## config.mk

```make
export PLATFORM = sky130hd
export DESIGN_NAME = pc_fetch_unit
export DESIGN_NICKNAME = d
export VERILOG_FILES = /design/src/rtl/pc_fetch_unit.sv
export SDC_FILE = /design/constraint.sdc
export NUM_CORES = 1
export LEC_CHECK = 0
export CAP_MARGIN = 10
export CELL_PAD_IN_SITES_DETAIL_PLACEMENT = 0
export CELL_PAD_IN_SITES_GLOBAL_PLACEMENT = 1
export CORE_MARGIN = 2
export CORE_UTILIZATION = 30
export DETAILED_ROUTE_END_ITERATION = 7
export PLACE_DENSITY = 0.76
export SLEW_MARGIN = 0
export SYNTH_ARGS = -nofsm -noshare
export SYNTH_HDL_FRONTEND = slang
export SYNTH_SLANG_ARGS = --single-unit
```

## constraint.sdc

```tcl
create_clock -name clk -period 3.8 [get_ports clk]
set_input_delay 0.95 -clock clk [delete_from_list [all_inputs] [get_ports clk]]
set_output_delay 0.95 -clock clk [all_outputs]
set_load 0.005 [all_outputs]
```

## src/rtl/pc_fetch_unit.sv

```systemverilog
// Program counter and instruction-fetch sequencer: fetches over a req/ack
// handshake, holds the instruction for decode, and picks the next PC on commit.
module pc_fetch_unit #(
    parameter logic [31:0] RESET_PC = 32'h0000_0000
) (
    input  logic        clk,
    input  logic        reset_n,
    output logic        imem_req,
    output logic [31:0] imem_addr,
    input  logic        imem_ack,
    input  logic [31:0] imem_rdata,
    output logic [31:0] instr,
    output logic        instr_valid,
    output logic [31:0] pc,
    output logic [31:0] pc_plus4,
    input  logic        commit,
    input  logic        jr_control,
    input  logic        jump,
    input  logic        branch,
    input  logic        zero,
    input  logic [31:0] rs_data,
    output logic        addr_err
);

    typedef enum logic [1:0] {
        START = 2'd0,
        FETCH = 2'd1,
        EXEC  = 2'd2,
        HALT  = 2'd3
    } state_t;

    state_t      state_q, state_d;
    logic [31:0] pc_q, pc_d;
    logic [31:0] instr_q, instr_d;
    logic        addr_err_q, addr_err_d;

    logic [31:0] branch_off;
    logic [31:0] next_pc;

    assign pc_plus4   = pc_q + 32'd4;
    assign branch_off = {{14{instr_q[15]}}, instr_q[15:0], 2'b00};

    // JR outranks jump, which outranks a taken branch; everything else is sequential.
    always_comb begin
        next_pc = pc_plus4;
        if (jr_control) begin
            next_pc = rs_data;
        end else if (jump) begin
            next_pc = {pc_plus4[31:28], instr_q[25:0], 2'b00};
        end else if (branch && zero) begin
            next_pc = pc_plus4 + branch_off;
        end
    end

    always_comb begin
        state_d    = state_q;
        pc_d       = pc_q;
        instr_d    = instr_q;
        addr_err_d = addr_err_q;
        case (state_q)
            START: state_d = FETCH;
            FETCH: begin
                if (imem_ack) begin
                    instr_d = imem_rdata;
                    state_d = EXEC;
                end
            end
            EXEC: begin
                if (commit) begin
                    if (next_pc[1:0] == 2'b00) begin
                        pc_d    = next_pc;
                        state_d = FETCH;
                    end else begin
                        addr_err_d = 1'b1;
                        state_d    = HALT;
                    end
                end
            end
            HALT:    state_d = HALT;
            default: state_d = START;
        endcase
    end

    always_ff @(posedge clk or negedge reset_n) begin
        if (!reset_n) begin
            state_q    <= START;
            pc_q       <= RESET_PC;
            instr_q    <= 32'd0;
            addr_err_q <= 1'b0;
        end else begin
            state_q    <= state_d;
            pc_q       <= pc_d;
            instr_q    <= instr_d;
            addr_err_q <= addr_err_d;
        end
    end

    assign imem_req    = (state_q == FETCH);
    assign instr_valid = (state_q == EXEC);
    assign imem_addr   = pc_q;
    assign pc          = pc_q;
    assign instr       = instr_q;
    assign addr_err    = addr_err_q;

endmodule

```

==> flow_metrics.py, run 1 <==
metrics = {
    "route": {
        "wl_um": 21400,
        "dr_total_vias": 5816,
        "drc": 0,
        "firstDrtPassIters": 5,
        "wl_per_cell_um": 19.1,
        "via_per_inst": 5.19,
        "detail-route-antenna-nets": 0,
        "first_iter_violations": 342,
    },
    "critical_path": {
        "r2r_end": "imem_addr[31]",
        "worstPathArrival_ns": 2.64,
        "reg2reg_depth": 16,
        "crit_path_start_kind": "register",
        "end_kind": "primary output",
        "cp-startpoint": "imem_addr[22]",
        "crit_type": "register to primary output",
        "cp.required_ns": 2.85,
        "r2r_start": "imem_addr[4]",
        "crit_fanout": 7,
        "r2r_slack_ns": 0.22,
    },
    "place": {
        "place_congestion": 0.925,
        "dp_hpwl_um": 16600,
        "port-buffer-count": 202,
    },
    "synthesis": {
        "yosys.area.top_type": "dfrtp_1",
        "synthSimpleGateAreaFrac": 0.178,
        "syn_nets": 786,
        "netlist_top_cells_count": "84 x nand2_1, 67 x dfrtp_1, 56 x a21oi_1",
        "synth_compound_area_frac": 0.223,
        "synthArstFlopShare": 1.00,
        "synth_cell_types": 64,
        "synth_edf_count": 0,
        "syn_area_um2": 5690,
        "synthTopCellsByArea": "dfrtp_1 29%, ha_1 7.9%, mux2_2 6.7%",
        "synth_xor_area_frac": 0.0754,
        "syn_inst": 677,
        "synth_top_family_by_area": "compound AO/OA/AOI/OAI gates",
        "yosysMostFrequentCell": "nand2_1",
        "yosys.area_share.adder": 0.0826,
        "yosysWarnings": 0,
        "synth_top_area_frac": 0.294,
        "synth_area_per_cell_um2": 8.41,
        "ys_seq_elements": 67,
        "synth.yosys.seq_area_share": 0.294,
        "synth_mux_area_frac": 0.0725,
        "synth_ff_type": "dfrtp_1",
    },
    "sta": {
        "rsz0062_at_grt": "false",
        "slew_violations": 0,
        "timing.fmax_ghz": 0.278,
        "whs_ns": 0.474,
        "setup_violations": 0,
        "post-route-period-util": 0.945,
        "hold_viol_final": 0,
        "period_needed_ns": 3.59,
        "relSlewSlack": 0.392,
        "worst_pin_slew_ns": 0.911,
        "setup_tns_ns": 0,
        "finalClockSkew_ns": 0.0108,
    },
    "clocking": {
        "clkSlewWorstSetupHoldPaths_ns": 0.06,
        "cts_buffer_depth": 2,
        "clock_latency_ns": 0.34,
        "clockRootBuffer": "clkbuf_16",
        "cts.sinks": 67,
        "hold_buffers": 0,
        "cts_tree": "done",
        "cts_buffers": 9,
        "htree_num_levels": 3,
    },
    "worst_hold_path": {
        "min_to": "addr_err",
        "hp-class": "register to register",
        "worstHoldStart": "addr_err",
        "worstHoldPathCells": 1,
    },
    "floorplan": {
        "dieArea_um2": 20100,
        "initial_utilization": 0.305,
        "core_um2": 18600,
        "rows": 50,
        "dieHeight_um": 142,
        "die_w_um": 142,
        "pin_count": 203,
    },
    "layout": {
        "drive_gt1_frac": 0.155,
        "syn2layout_area_growth_pct": 48.7,
        "nNetsFinal": 990,
        "antenna_cells": 0,
    },
    "global_routing": {
        "grt_pass1_wl_um": 32700,
        "grt_antenna_before_repair": 0,
        "globalRouteTotalUtil": 0.211,
        "grt_pass1_vias": 5581,
        "grt_max_degree": 68,
        "overflow": 0,
    },
    "power": {
        "vdd_drop_max_mv": 0.302,
        "powerDensity_nw_per_um2": 847,
        "leakagePower_nw": 3.67,
    },
    "flow_run": {
        "max_cap_viol_count": 0,
    },
    "status": {
        "status": "finished clean",
    },
}
==> flip-flops by register name, summed over array words and instances (netlist names) <==
register / count
addr_err: 1
instr: 32
imem_addr: 32
state_q: 2
==> where the power goes <==
| group | total, mW | switching, mW | internal (mW) |
|---|---|---|---|
| sequential | 1.46 | 0.424 | 1.03 |
| clock | 0.907 | 0.335 | 0.572 |
| combinational | 4.81 | 2.23 | 2.58 |
==> cell type report <==
class                      instances  area (um2)
fill                            1797       10200
multi-input combinational        534        3710
timing repair buffer             256        2420
sequential                        67        1680
tap                              234         293
clock buffer                       9         225
clock inverter                     7        92.6
inverter                          13        48.8
==> per-layer routing <==
| metal | routed length, um | track usage | vias up |
|---|---|---|---|
| li1 | - | - | 2811 |
| met1 | 10500 | 0.318 | 2784 |
| met2 | 9290 | 0.313 | 210 |
| met3 | 1400 | 0.0412 | 11 |
| met4 | 186 | 0.0432 | 0 |
| met5 | 0 | 0 | - |
==> cells in the final DEF, fill, tap and decap left out, types with 17 or more instances in the layout <==
cell type	n
buf_4	55
clkdlybuf4s50_1	201
o21ai_0	36
nand2_1	84
and3_1	17
a21oi_1	55
ha_1	34
nor2_1	48
dfrtp_1	67
nand3_1	21
mux2_2	34
xnor2_1	27
==> worst max-delay path, cell delays in order (launching register included) <==
cell and delay (ns):
dfrtp_1 0.52, and3_1 0.24, and2_1 0.17, nand4_1 0.12, or4_1 0.44, xnor2_1 0.17, buf_4 0.16, clkdlybuf4s50_1 0.50
==> worst max path at each step <==
stage and endpoint:
2_1_floorplan imem_addr[31], 3_3_place_gp imem_addr[28], 3_5_place_dp imem_addr[28], 4_1_cts imem_addr[27], 5_1_grt imem_addr[28], 6_report pc_plus4[30]
==> logic make-up after synthesis <==
kind of cell             Yosys count
flip-flops                        67
XOR/XNOR                          49
adder cells (fa/ha/maj)           37
AND/OR/NAND/NOR                  217
AO/OA/AOI/OAI                    194
multiplexers                      37
buffers and inverters             76
==> per-stage QoR <==
| step | cell area (um2) | setup slack (ns) | util | instances | total power, mW |
|---|---|---|---|---|---|
| final | 8470 | 0.207 | 0.454 | 1120 | 7.17 |
| after global routing | 8470 | 0.0146 | 0.454 | 1120 | 7.73 |
| after CTS | 8360 | 0.0114 | 0.448 | 1119 | 7.09 |
| after detailed placement | 8030 | 0.00933 | 0.431 | 1103 | 6.14 |
| after global placement | 8030 | 0.0119 | 0.431 | 1103 | 6.13 |
| after floorplan | 5690 | 0.137 | - | 677 | 3.94 |
==> repair_timing <==
item,CTS,global route
resized for setup,1,20
pin swaps,0,2
buffers inserted,0,1
endpoints found under the setup margin,1,14
(Power assumes the default switching activity.)
==> run 2, diff against run 1 <==
--- a/config.mk
+++ b/config.mk
@@ -5,13 +5,14 @@
 export SDC_FILE = /design/constraint.sdc
 export NUM_CORES = 1
 export LEC_CHECK = 0
+export ABC_AREA = 1
 export CAP_MARGIN = 10
 export CELL_PAD_IN_SITES_DETAIL_PLACEMENT = 0
 export CELL_PAD_IN_SITES_GLOBAL_PLACEMENT = 1
 export CORE_MARGIN = 2
 export CORE_UTILIZATION = 30
 export DETAILED_ROUTE_END_ITERATION = 7
-export PLACE_DENSITY = 0.76
+export PLACE_DENSITY = 0.77
 export SLEW_MARGIN = 0
 export SYNTH_ARGS = -nofsm -noshare
 export SYNTH_HDL_FRONTEND = slang
==> flow_metrics.py, run 2 <==
metrics = {
    "global_routing": {
        "grt_pass1_vias": 7187,
        "grt_max_degree": 68,
        "grt_pass1_wl_um": 41600,
        "overflow": 0,
        "grt_antenna_before_repair": 0,
        "globalRouteTotalUtil": 0.227,
    },
    "layout": {
        "drive_gt1_frac": 0.0734,
        "final_util": 0.411,
        "fin_cells": 1566,
        "regArea_um2": 1680,
        "syn2layout_area_growth_pct": 35.5,
        "final_common_cell": "nand2_1",
        "antenna_cells": 0,
        "mostFrequentLayoutCells": "388 x nand2_1, 201 x clkdlybuf4s50_1, 150 x inv_1",
        "multi_input_area_um2": 4180,
        "nNetsFinal": 1385,
        "fillers": 2445,
    },
    "power": {
        "powerDensity_nw_per_um2": 933,
        "leakagePower_nw": 4.61,
        "vdd_drop_max_mv": 0.286,
        "p_sw_mw": 4.39,
        "p_comb_frac": 0.716,
        "intPower_mw": 4.22,
        "finalPower_mw": 8.60,
        "switching_share": 0.510,
        "p_clk_frac": 0.098,
        "sequentialPowerShare": 0.186,
    },
    "clocking": {
        "cts_tree": "done",
        "hold_buffers": 0,
        "cts.sinks": 67,
        "cts_buffer_depth": 2,
        "htree_num_levels": 3,
        "clkSlewWorstSetupHoldPaths_ns": 0.06,
        "cts_resized": 0,
        "clock_latency_ns": 0.35,
        "post_cts_buffers": 0,
        "clockRootBuffer": "clkbuf_16",
        "cts_buffers": 9,
    },
    "critical_path": {
        "path_cells": "ha_1 -> inv_1 -> nor2_1 -> nand2_1 -> xor2_1 -> clkdlybuf4s50_1",
        "r2r_end": "imem_addr[15]",
        "r2r_start": "imem_addr[2]",
        "cp-startpoint": "imem_addr[2]",
        "max_stage_delay_ns": 0.61,
        "crit_path_start_kind": "register",
        "crit_type": "register to primary output",
        "reg2reg_depth": 18,
        "cp.required_ns": 2.85,
        "crit_fanout": 7,
        "worstPathArrival_ns": 2.62,
        "end_kind": "primary output",
        "cp_slowest_cell": "clkdlybuf4s50_1",
        "r2r_slack_ns": 0.40,
        "crit_end": "pc_plus4[22]",
    },
    "sta": {
        "slew_violations": 0,
        "worst_pin_slew_ns": 0.998,
        "setup_tns_ns": 0,
        "finalClockSkew_ns": 0.0102,
        "setup_violations": 0,
        "timing.fmax_ghz": 0.280,
        "rsz0062_at_grt": "false",
        "post-route-period-util": 0.939,
        "hold_viol_final": 0,
        "fin_ws_ns": 0.232,
        "relSlewSlack": 0.332,
        "period_needed_ns": 3.57,
    },
    "flow_run": {
        "max_cap_viol_count": 0,
    },
    "synthesis": {
        "netlist_top_cells_count": "390 x nand2_1, 150 x inv_1, 123 x nor2_1",
        "syn_inst": 1106,
        "yosysWarnings": 0,
        "synth_xor_area_frac": 0.0217,
        "synth_cell_types": 42,
        "synthArstFlopShare": 1.00,
        "yosysMostFrequentCell": "nand2_1",
        "synthTopCellsByArea": "dfrtp_1 25%, nand2_1 22%, inv_1 8.3%",
        "synth_top_family_by_area": "simple AND/OR/NAND/NOR gates",
        "synth.yosys.seq_area_share": 0.246,
        "ys_seq_elements": 67,
        "synth_top_area_frac": 0.246,
        "syn_area_um2": 6810,
        "synth_ff_type": "dfrtp_1",
        "synth_mux_area_frac": 0.0430,
        "synthSimpleGateAreaFrac": 0.383,
        "synth_compound_area_frac": 0.0971,
        "synth_area_per_cell_um2": 6.15,
        "yosys.area.top_type": "dfrtp_1",
        "syn_nets": 1215,
        "yosys.area_share.adder": 0.0691,
        "synth_edf_count": 0,
    },
    "route": {
        "first_iter_violations": 597,
        "detail-route-antenna-nets": 0,
        "drc": 0,
        "firstDrtPassIters": 5,
        "dr_total_vias": 7554,
        "via_per_inst": 4.82,
        "wl_per_cell_um": 17.3,
        "wl_um": 27100,
    },
    "floorplan": {
        "rows": 55,
        "die_w_um": 155,
        "pin_count": 203,
        "initial_utilization": 0.303,
        "core_um2": 22400,
        "dieArea_um2": 23900,
        "dieHeight_um": 155,
    },
    "place": {
        "dp_cells": 1550,
        "port-buffer-count": 202,
        "dp_hpwl_um": 21800,
        "place_congestion": 0.930,
        "pre_cts_ws_ns": 0.447,
    },
    "status": {
        "status": "finished clean",
    },
    "worst_hold_path": {
        "hp-class": "register to register",
    },
}
run 2: kinds of logic after synthesis:
family,after synthesis
AOI/OAI and AO/OA,118
xor gates and xnor gates,16
adders and majority gates,37
buffers and inverters,213
DFF,67
muxes,26
and+or+nand+nor,629
run 2: per-stage QoR:
stage | area [um2] | hold WS [ns]
2_1_floorplan | 6810 | 0.468
3_3_place_gp | 8940 | 0.487
3_5_place_dp | 8940 | 0.485
4_1_cts | 9220 | 0.508
5_1_grt | 9220 | 0.528
6_report | 9220 | 0.509
run 2: layer usage:
metal	up-vias	track usage	wire (um)
li1	3777	-	-
met4	0	0.0459	280
met2	242	0.366	12400
met5	-	0	0
met3	17	0.0381	1560
met1	3518	0.320	12800
run 2: worst min-delay path by stage:
stage,from,to,slack (ns),depth (start not counted)
after CTS,addr_err,addr_err,0.51,1
after global placement,instr[31],instr[31],0.49,1
after detailed placement,addr_err,addr_err,0.49,1
after floorplan,addr_err,addr_err,0.47,1
final,instr[29],instr[29],0.51,1
after global routing,instr[29],instr[29],0.53,1
run 2: layout make-up:
cell class,instances,area share
Clock inverter,7,0.00624
Timing Repair Buffer,216,0.232
Sequential cell,67,0.182
Multi-Input combinational cell,826,0.454
Inverter,156,0.0635
Clock buffer,9,0.0244
Tap cell,285,0.0387
run 2: power groups by stage:
stage          Clock [mW]  Sequential [mW]  Combinational, mW
3_3_place_gp            0             1.60               6.09
5_1_grt             0.897             1.66               6.84
2_1_floorplan           0             1.46               3.65
6_report            0.843             1.60               6.16
3_5_place_dp            0             1.60               6.08
4_1_cts             0.856             1.60               6.12
run 2: critical path: cells and delay by family, from the launching register on:
family | cells | cell delay (ns)
xor gates and xnor gates | 1 | 0.44
adders and majority gates | 1 | 0.29
DFF | 1 | 0.45
buffers and inverters | 2 | 0.71
and+or+nand+nor | 2 | 0.39
==> run 3, diff against run 2 <==
--- a/config.mk
+++ b/config.mk
@@ -10,9 +10,10 @@
 export CELL_PAD_IN_SITES_DETAIL_PLACEMENT = 0
 export CELL_PAD_IN_SITES_GLOBAL_PLACEMENT = 1
 export CORE_MARGIN = 2
-export CORE_UTILIZATION = 30
+export CORE_UTILIZATION = 33
 export DETAILED_ROUTE_END_ITERATION = 7
-export PLACE_DENSITY = 0.77
+export HOLD_SLACK_MARGIN = 0.08
+export PLACE_DENSITY = 0.81
 export SLEW_MARGIN = 0
 export SYNTH_ARGS = -nofsm -noshare
 export SYNTH_HDL_FRONTEND = slang
==> constraint.sdc (replaced) <==
create_clock -name clk -period 3.7 [get_ports clk]
set_input_delay 0.925 -clock clk [delete_from_list [all_inputs] [get_ports clk]]
set_output_delay 0.925 -clock clk [all_outputs]
set_load 0.1 [all_outputs]
==> flow_metrics.py, run 3 (synthesis results as in run 2) <==
metrics = {
    "layout": {
        "syn2layout_area_growth_pct": 35.4,
        "nNetsFinal": 1387,
        "antenna_cells": 0,
        "mostFrequentLayoutCells": "387 x nand2_1, 147 x inv_1, 136 x buf_4",
        "drive_gt1_frac": 0.199,
        "final_common_cell": "nand2_1",
        "final_util": 0.455,
    },
    "critical_path": {
        "end_kind": "register",
        "path_cells": "ha_2 -> inv_1 -> nor2_1 -> nand2_1 -> xor2_2 -> clkinvlp_4 -> ha_1 -> nand2_1 -> nor2_2 -> nand3_1 -> nand3b_1 -> buf_4 -> inv_1 -> or2_2 -> nand3_1 -> nand2_1 -> nand2_1 -> nand2_1 -> nand2_1",
        "crit_fanout": 7,
        "cp.required_ns": 3.99,
        "worstPathArrival_ns": 3.64,
        "cp_num_buf_inv": 4,
        "crit_path_start_kind": "register",
        "cp_slowest_cell": "dfrtp_4",
        "max_stage_delay_ns": 0.46,
        "path_common_cell": "nand2_1",
        "cpLargestDelayFamily": "simple AND/OR/NAND/NOR gates",
        "crit_type": "register to register",
    },
    "clocking": {
        "cts_tree": "done",
        "clock_latency_ns": 0.36,
        "cts_buffers": 9,
        "clkSlewWorstSetupHoldPaths_ns": 0.07,
        "htree_num_levels": 3,
        "hold_buffers": 0,
        "cts.sinks": 67,
        "clockRootBuffer": "clkbuf_16",
        "cts_buffer_depth": 2,
    },
    "route": {
        "wl_met1_um": 12600,
        "met3_wirelength_um": 1320,
        "detail-route-antenna-nets": 0,
        "first_iter_violations": 612,
        "wl_per_cell_um": 17.2,
        "wl_um": 26700,
        "top_layer_used": "met4",
        "firstDrtPassIters": 7,
        "via_per_inst": 4.81,
        "dr_total_vias": 7477,
        "drc": 0,
        "wl_met2_um": 12300,
    },
    "sta": {
        "slew_violations": 0,
        "hold_viol_final": 0,
        "worst_pin_slew_ns": 0.990,
        "setup_tns_ns": 0,
        "relSlewSlack": 0.338,
        "setup_violations": 0,
        "rsz0062_at_grt": "false",
        "period_needed_ns": 3.35,
        "timing.fmax_ghz": 0.299,
        "post-route-period-util": 0.905,
        "finalClockSkew_ns": 0.0168,
    },
    "floorplan": {
        "core_um2": 20200,
        "pin_count": 203,
        "die_w_um": 148,
        "initial_utilization": 0.336,
        "dieArea_um2": 21800,
        "dieHeight_um": 148,
        "rows": 52,
    },
    "global_routing": {
        "grt_pass1_wl_um": 40500,
        "grt_pass1_vias": 7092,
        "grt_antenna_before_repair": 0,
        "grt_max_degree": 68,
        "globalRouteTotalUtil": 0.243,
        "overflow": 0,
    },
    "place": {
        "place_congestion": 0.909,
        "port-buffer-count": 202,
        "dp_hpwl_um": 21600,
    },
    "worst_hold_path": {
        "hp-class": "register to register",
    },
    "flow_run": {
        "max_cap_viol_count": 0,
    },
    "status": {
        "status": "finished clean",
    },
}
run 3: final timing paths:
check	start	endpoint	slack [ns]	cells past startpoint
setup / recovery	imem_addr[2]	imem_addr[12]	0.35	19
hold / removal	addr_err	addr_err	0.49	1
setup reg to reg	imem_addr[2]	imem_addr[12]	0.35	19
hold reg to reg	addr_err	addr_err	0.49	1
max in group asynchronous	reset_n	imem_addr[3]	2.32	1
min in group asynchronous	reset_n	instr[28]	0.70	1
run 3: timing repair:
action / 4_1_cts / 5_1_grt
buffers inserted: 0 / 2
gates resized for setup: 0 / 3
endpoints found under the hold margin: 0 / 0
setup endpoints to repair: 0 / 2
run 3: worst reg2reg max path, stage by stage, from the launching register on:
cell and delay, ns:
dfrtp_4 0.46, ha_2 0.26, inv_1 0.08, nor2_1 0.14, nand2_1 0.15, xor2_2 0.20
clkinvlp_4 0.16, ha_1 0.38, nand2_1 0.15, nor2_2 0.22, nand3_1 0.10, nand3b_1 0.20
buf_4 0.16, inv_1 0.04, or2_2 0.26, nand3_1 0.06, nand2_1 0.08, nand2_1 0.08
nand2_1 0.05, nand2_1 0.05
run 3: metrics by stage:
stage	hold WS, ns	setup WS, ns	instance area, um2	instances
floorplan	0.514	0.0100	6960	1106
global placement	0.475	0.224	8820	1535
detailed placement	0.471	0.157	8820	1535
CTS	0.496	0.129	9190	1551
global route	0.521	0.0115	9220	1553
finish	0.493	0.353	9220	1553
run 3: per-layer routing:
metal | GRT usage | up-vias
met4 | 0.0587 | 0
met3 | 0.0343 | 32
met2 | 0.396 | 217
met5 | 0 | -
li1 | - | 3778
met1 | 0.340 | 3450
run 3: layout make-up:
class / instances / area (um2)
Multi-Input combinational cell: 826 / 4310
Tap cell: 270 / 338
Clock inverter: 7 / 146
Inverter: 156 / 597
Clock buffer: 9 / 225
Sequential cell: 67 / 1710
Fill cell: 2144 / 11000
Timing Repair Buffer: 218 / 1890
Power of run 3 is left out: the tool's default activity adds up to more than one toggle a clock period on the data nets, which glitch-free logic cannot reach.
